--- src/rtl/booth_multiplier_param.sv ---
// ---------------------------------------------------------------------------
// booth_multiplier_param
// Sequential radix-2 Booth multiplier with start/clear/done handshake.
// One Booth step per OPERATE cycle, WIDTH+1 steps per operation, so latency
// is fixed regardless of operands or signed/unsigned mode.
//
// State table:
//   state   | meaning
//   INIT    | idle after reset/clear, waiting for op_start
//   OPERATE | Booth iterations in progress (op_busy=1)
//   DONE    | product valid on result (op_done=1), may restart directly
//
// Ports:
//   clk          rising-edge clock
//   reset        asynchronous active-high reset
//   op_start     start request, sampled in INIT and DONE
//   op_clear     synchronous abort/clear, overrides op_start
//   op_signed    1 = two's-complement operands, latched at start
//   multiplicand operand A, latched at start
//   multiplier   operand B, latched at start
//   result       2*WIDTH-bit product, valid while op_done=1
//   op_busy      high in OPERATE
//   op_done      high in DONE
//   state        current state encoding
// ---------------------------------------------------------------------------
module booth_multiplier_param #(
    parameter  int WIDTH = 64,
    localparam int CNT_W = $clog2(WIDTH + 1)
) (
    input  logic                 clk,
    input  logic                 reset,
    input  logic                 op_start,
    input  logic                 op_clear,
    input  logic                 op_signed,
    input  logic [WIDTH-1:0]     multiplicand,
    input  logic [WIDTH-1:0]     multiplier,
    output logic [2*WIDTH-1:0]   result,
    output logic                 op_busy,
    output logic                 op_done,
    output logic [1:0]           state
);

    localparam logic [1:0] S_INIT    = 2'b00;
    localparam logic [1:0] S_OPERATE = 2'b01;
    localparam logic [1:0] S_DONE    = 2'b11;

    logic [1:0]         state_q,  state_d;
    logic [WIDTH+1:0]   acc_q,    acc_d;
    logic [WIDTH:0]     a_q,      a_d;
    logic [WIDTH:0]     mq_q,     mq_d;
    logic               qm1_q,    qm1_d;
    logic [CNT_W-1:0]   cnt_q,    cnt_d;
    logic [2*WIDTH-1:0] result_q, result_d;
    logic               busy_q,   busy_d;
    logic               done_q,   done_d;

    logic [WIDTH+1:0]   a_ext;
    logic [WIDTH+1:0]   acc_sum;
    logic [WIDTH+1:0]   acc_sh;
    logic [WIDTH:0]     mq_sh;
    logic [2*WIDTH+2:0] prod_full;
    logic [WIDTH:0]     in_a_ext;
    logic [WIDTH:0]     in_b_ext;

    always_comb begin
        // Operands widened by one bit so unsigned values stay positive.
        in_a_ext = op_signed ? {multiplicand[WIDTH-1], multiplicand} : {1'b0, multiplicand};
        in_b_ext = op_signed ? {multiplier[WIDTH-1], multiplier}     : {1'b0, multiplier};

        a_ext   = {a_q[WIDTH], a_q};
        acc_sum = acc_q;
        case ({mq_q[0], qm1_q})
            2'b01:   acc_sum = acc_q + a_ext;
            2'b10:   acc_sum = acc_q - a_ext;
            default: acc_sum = acc_q;
        endcase

        // Arithmetic right shift of {acc, Q, q(-1)}.
        acc_sh    = {acc_sum[WIDTH+1], acc_sum[WIDTH+1:1]};
        mq_sh     = {acc_sum[0], mq_q[WIDTH:1]};
        prod_full = {acc_sh, mq_sh};

        state_d  = state_q;
        acc_d    = acc_q;
        a_d      = a_q;
        mq_d     = mq_q;
        qm1_d    = qm1_q;
        cnt_d    = cnt_q;
        result_d = result_q;

        case (state_q)
            S_INIT, S_DONE: begin
                if (op_start) begin
                    state_d = S_OPERATE;
                    a_d     = in_a_ext;
                    mq_d    = in_b_ext;
                    acc_d   = '0;
                    qm1_d   = 1'b0;
                    cnt_d   = '0;
                end
            end
            S_OPERATE: begin
                acc_d = acc_sh;
                mq_d  = mq_sh;
                qm1_d = mq_q[0];
                cnt_d = cnt_q + CNT_W'(1);
                if (cnt_q == CNT_W'(WIDTH)) begin
                    state_d  = S_DONE;
                    result_d = prod_full[2*WIDTH-1:0];
                end
            end
            default: begin
                state_d  = S_INIT;
                acc_d    = '0;
                a_d      = '0;
                mq_d     = '0;
                qm1_d    = 1'b0;
                cnt_d    = '0;
                result_d = '0;
            end
        endcase

        if (op_clear) begin
            state_d  = S_INIT;
            acc_d    = '0;
            a_d      = '0;
            mq_d     = '0;
            qm1_d    = 1'b0;
            cnt_d    = '0;
            result_d = '0;
        end

        busy_d = (state_d == S_OPERATE);
        done_d = (state_d == S_DONE);
    end

    always_ff @(posedge clk or posedge reset) begin
        if (reset) begin
            state_q  <= S_INIT;
            acc_q    <= '0;
            a_q      <= '0;
            mq_q     <= '0;
            qm1_q    <= 1'b0;
            cnt_q    <= '0;
            result_q <= '0;
            busy_q   <= 1'b0;
            done_q   <= 1'b0;
        end else begin
            state_q  <= state_d;
            acc_q    <= acc_d;
            a_q      <= a_d;
            mq_q     <= mq_d;
            qm1_q    <= qm1_d;
            cnt_q    <= cnt_d;
            result_q <= result_d;
            busy_q   <= busy_d;
            done_q   <= done_d;
        end
    end

    assign result  = result_q;
    assign op_busy = busy_q;
    assign op_done = done_q;
    assign state   = state_q;

endmodule

--- config.mk ---
export PLATFORM = sky130hd
export DESIGN_NAME = booth_multiplier_param
export DESIGN_NICKNAME = d
export VERILOG_FILES = /design/src/rtl/booth_multiplier_param.sv
export SDC_FILE = /design/constraint.sdc
export NUM_CORES = 1
export LEC_CHECK = 0
export BUFFER_PORTS_ARGS = -buffer_cell sky130_fd_sc_hd__buf_2
export CAP_MARGIN = 20
export CORE_UTILIZATION = 38
export CTS_CLUSTER_DIAMETER = 60
export DETAILED_ROUTE_END_ITERATION = 12
export GPL_TIMING_DRIVEN = 0
export PLACE_DENSITY = 0.66
export SKIP_LAST_GASP = 1
export SYNTH_ARGS = -nofsm -noshare
export SYNTH_HDL_FRONTEND = slang
export SYNTH_SLANG_ARGS = --single-unit
--- constraint.sdc ---
create_clock -name clk -period 12.8 [get_ports clk]
set_input_delay 0.64 -clock clk [delete_from_list [all_inputs] [get_ports clk]]
set_output_delay 0.64 -clock clk [all_outputs]
set_load 0.03 [all_outputs]
==> results by group <==
Run status
  – Status: finished, final reports clean

Timing
  – FMAX: 155.2 MHz
  – Setup Viol. Count Final: 0
  – Period Utilization, post-route: 0.5033
  – Final hold vios: 0
  – Tmin final: about 6.4 ns
  – Sum of negative setup slack: 0 ns
  – Clock skew: around 0.035 ns
  – Worst slew margin: 0.2241
  – Fin. max-slew vios: 0
  – Worst slew pin tran: about 1.2 ns
  – RSZ-0062 raised after global routing: no

Global route
  – Initial antenna violation count: 5
  – First-pass GRT wire length: 101300 um
  – Largest net degree at the start of global routing: roughly 120
  – Global-route usage over all layers: 0.2606
  – Grt ovf: 0
  – Vias in the first global route: 17380

Pwr
  – Peak supply drop: 0.09300 mV
  – Tot Pwr: 3.126 mW
  – Cell area power density: 138.5 nW/um2
  – Leak Pwr: 10.81 nW

Synth
  – Seq/Total Area, Yosys: 0.4435
  – Unique cell type count in the Yosys netlist: 66
  – Syn nets: ~2500
  – Yosys warns: 0
  – Post-synth EDFFs: 0
  – Ys async rst share: 1.000
  – Post-synthesis instance total: between 2000 and 2500
  – Mapped cell area: 18900 um2
  – Avg Inst Size Synth: roughly 8.3 um2
  – Synth Flop Type: dfrtp_1
  – Yosys reg bits: 335

Clock tree
  – Max Buffers Root-to-Sink: 3
  – Clk root buf: clkbuf_16
  – Inserted Clock Buffers: 43
  – Clock Latency Late Sink: 0.60 ns
  – Clock transition at the registers of the reported paths: 0.06 ns
  – CTS Hold Bufs: 0
  – # Post-CTS Setup Buffers: 0
  – Clock sink total: 335
  – CTS tree: done
  – Resized cells post-CTS: 0
  – H-tree Lvls: 2

Routing
  – DRC: 0
  – Met2 wire len: 29170 um
  – Metal-1 WL: about 30000 um
  – Routed wire length: 66200 um
  – Vias per cell: 5.551
  – Top Metal Used: met4
  – Met3 wire length: between 5000 and 6000 um
  – 1st-iter DRT viols: 1596
  – Post-DRT Antenna Nets: 0
  – Post-DR wirelength/cell: 20.08 um
  – Pre-Repair DR Iteration Count: 6
  – Vias: 18300

Floorplan
  – Core area: 49050 um2
  – Chip Width: approximately 230 um
  – Initial Util: 0.3854
  – Die ar.: 50640 um2
  – Top Ports: between 200 and 300
  – Row cnt: 81
  – Die H: 225.0 um

Worst setup path
  – Crit. End Element: flip-flop
  – CP arrival: around 7 ns
  – Worst setup path category: flip-flop to flip-flop
  – Critical Path Source Type: flip-flop
  – Crit-path max FO: 7
  – CP Data Required Time: approximately 13 ns

Layout
  – Area Growth Syn to Fin: 19.43%
  – Number of nets in the layout: 2801
  – Layout cell share with drive strength beyond 1: 0.1369

Placement
  – Placer Congestion: 0.9416
  – IO buf count: 263
  – Dpl hpwl: 50010 um

Min path
  – Worst hold path type: input pin to asynchronous set/reset pin

Flow run
  – MaxCap Viol Count: 0
[cell type report]
class | instances | area, um2
Antenna cell | 3 | 7.507
Multi-Input combinational cell | 1759 | 9798
Timing Repair Buffer | 266 | 1383
Clock inverter | 17 | 197.7
Fill cell | 4911 | 26480
Tap cell | 664 | 830.8
Clock buffer | 62 | 1247
Sequential cell | 335 | 8383
Inverter | 43 | 168.9
Buffer | 148 | 560.5
[flip-flops by register name (all words and copies together) (netlist names)]
register	count
a_q	65
acc_q	65
cnt_q	7
mq_q	65
op_busy	1
op_done	1
qm1_q	1
result	128
state	2
[routing by layer]
layer / vias to the layer above / track usage
met1: 8888 / 0.3678
li1: 8565 / -
met5: - / 0
met3: 130 / 0.03963
met4: 0 / 0.1093
met2: 720 / 0.3968
[synthesized netlist by cell type (2+ instances only)]
| library cell | count | share of area |
|---|---|---|
| mux2i_1 | 4 | 0.0021 |
| o2111ai_1 | 3 | 0.0014 |
| nand2b_1 | 14 | 0.0046 |
| nor2_1 | 118 | 0.023 |
| a31o_2 | 3 | 0.0014 |
| inv_1 | 43 | 0.0085 |
| ha_1 | 71 | 0.047 |
| o31ai_1 | 18 | 0.0071 |
| a22o_1 | 2 | 0.00093 |
| o221ai_1 | 2 | 0.00093 |
| and3b_1 | 2 | 0.00093 |
| or4_1 | 5 | 0.0020 |
| nand2_1 | 543 | 0.11 |
| o211a_1 | 2 | 0.0011 |
| a221oi_1 | 3 | 0.0014 |
| a21oi_1 | 144 | 0.038 |
| a22oi_1 | 75 | 0.030 |
| mux2_2 | 10 | 0.0060 |
| and4_1 | 2 | 0.00093 |
| o211ai_1 | 10 | 0.0040 |
| a31oi_1 | 25 | 0.0083 |
| o21bai_1 | 10 | 0.0040 |
| and2_1 | 13 | 0.0043 |
| clkbuf_1 | 130 | 0.026 |
| a21boi_0 | 3 | 0.0012 |
| a21o_1 | 26 | 0.010 |
| nand4_1 | 16 | 0.0053 |
| nor3b_1 | 8 | 0.0032 |
| nand3b_1 | 3 | 0.0012 |
| xor2_1 | 23 | 0.011 |
| nor3_1 | 30 | 0.0079 |
| a211oi_1 | 8 | 0.0032 |
| a41oi_1 | 2 | 0.00093 |
| buf_1 | 16 | 0.0032 |
| nor4_1 | 11 | 0.0036 |
| and3_1 | 2 | 0.00066 |
| o21a_1 | 5 | 0.0020 |
| dfrtp_1 | 335 | 0.44 |
| or2_2 | 2 | 0.00066 |
| o22ai_1 | 2 | 0.00066 |
| or3_1 | 8 | 0.0026 |
| o21ai_0 | 244 | 0.065 |
| xnor2_1 | 99 | 0.046 |
| nor2b_1 | 17 | 0.0056 |
| nand3_1 | 152 | 0.040 |
[per-stage QoR]
| stage | std cells | worst slack [ns] | utilization | hold WS [ns] | instance area (um2) |
|---|---|---|---|---|---|
| 2_1_floorplan | 2285 | 2.878 | - | 0.4673 | 18900 |
| 3_3_place_gp | 3212 | -0.8227 | 0.4291 | 0.4435 | 21050 |
| 3_5_place_dp | 3215 | 6.488 | 0.4306 | 0.4502 | 21120 |
| 4_1_cts | 3294 | 6.449 | 0.4601 | 0.2206 | 22570 |
| 5_1_grt | 3297 | 5.842 | 0.4603 | 0.2413 | 22580 |
| 6_report | 3297 | 6.358 | 0.4603 | 0.1939 | 22580 |
[placed cells by master, fill, tap and decap left out, types with 8 or more instances in the layout]
| cell type | n |
|---|---|
| o31ai_1 | 18 |
| o21ai_0 | 244 |
| nor4_1 | 11 |
| nor2_1 | 118 |
| nor3_1 | 30 |
| clkbuf_8 | 10 |
| a22oi_1 | 75 |
| xor2_1 | 23 |
| buf_2 | 264 |
| o211ai_1 | 10 |
| ha_1 | 71 |
| nand4_1 | 16 |
| a211oi_1 | 8 |
| nor2b_1 | 17 |
| a21oi_1 | 144 |
| a21o_1 | 26 |
| a31oi_1 | 25 |
| o21bai_1 | 10 |
| nand3_1 | 152 |
| nand2b_1 | 14 |
| nand2_1 | 543 |
| nor3b_1 | 8 |
| clkbuf_16 | 43 |
| clkbuf_1 | 139 |
| or3_1 | 8 |
| and2_1 | 13 |
| xnor2_1 | 99 |
| buf_1 | 16 |
| dfrtp_1 | 335 |
| mux2_2 | 10 |
| inv_1 | 42 |
[worst max-delay path: stages, from the launching register on]
cell and delay (ns):
dfrtp_1 0.43, or3_1 0.41, or3_1 0.37, or4_1 0.48
buf_2 0.20, nor4_1 0.58, and2_1 0.30, nor2_1 0.08
xnor2_1 0.17, ha_1 0.27, clkbuf_1 0.28, nand2_1 0.19
nor3_1 0.53, nand3_1 0.15, nand2_1 0.12, a21boi_0 0.09
a31o_2 0.25, o31ai_1 0.54, a21oi_1 0.21, xnor2_1 0.19
a22oi_1 0.32, o21ai_0 0.13
[report_power, final]
| group | switching [mW] | internal [mW] |
|---|---|---|
| registers | 0.0592 | 1.12 |
| clock network | 0.512 | 0.712 |
| logic | 0.488 | 0.235 |
[cells by family after synthesis]
kind of cell / count (synthesis) / synth area share
and+or+nand+nor: 953 / 0.2190
AOI/OAI and AO/OA: 598 / 0.1867
DFF: 335 / 0.4435
buffers and inverters: 191 / 0.03819
xor gates and xnor gates: 122 / 0.05653
adders and majority gates: 72 / 0.04805
muxes: 14 / 0.008075
[path summary, 6_finish.rpt]
check,from,end,slack [ns],cells after the start
worst max-delay path,a_q[16]$_DFFE_PP0P_,result[115]$_DFFE_PP0P_,6.36,21
worst min-delay path,reset,result[80]$_DFFE_PP0P_,0.19,2
worst max register to register,a_q[16]$_DFFE_PP0P_,result[115]$_DFFE_PP0P_,6.36,21
worst min register to register,result[53]$_DFFE_PP0P_,result[53]$_DFFE_PP0P_,0.46,2
max in group asynchronous,reset,mq_q[26]$_DFFE_PP0P_,11.51,3
min in group clk,multiplicand[30],a_q[30]$_DFFE_PP0P_,0.27,3
Note: power is estimated with default switching activity, not from simulation.
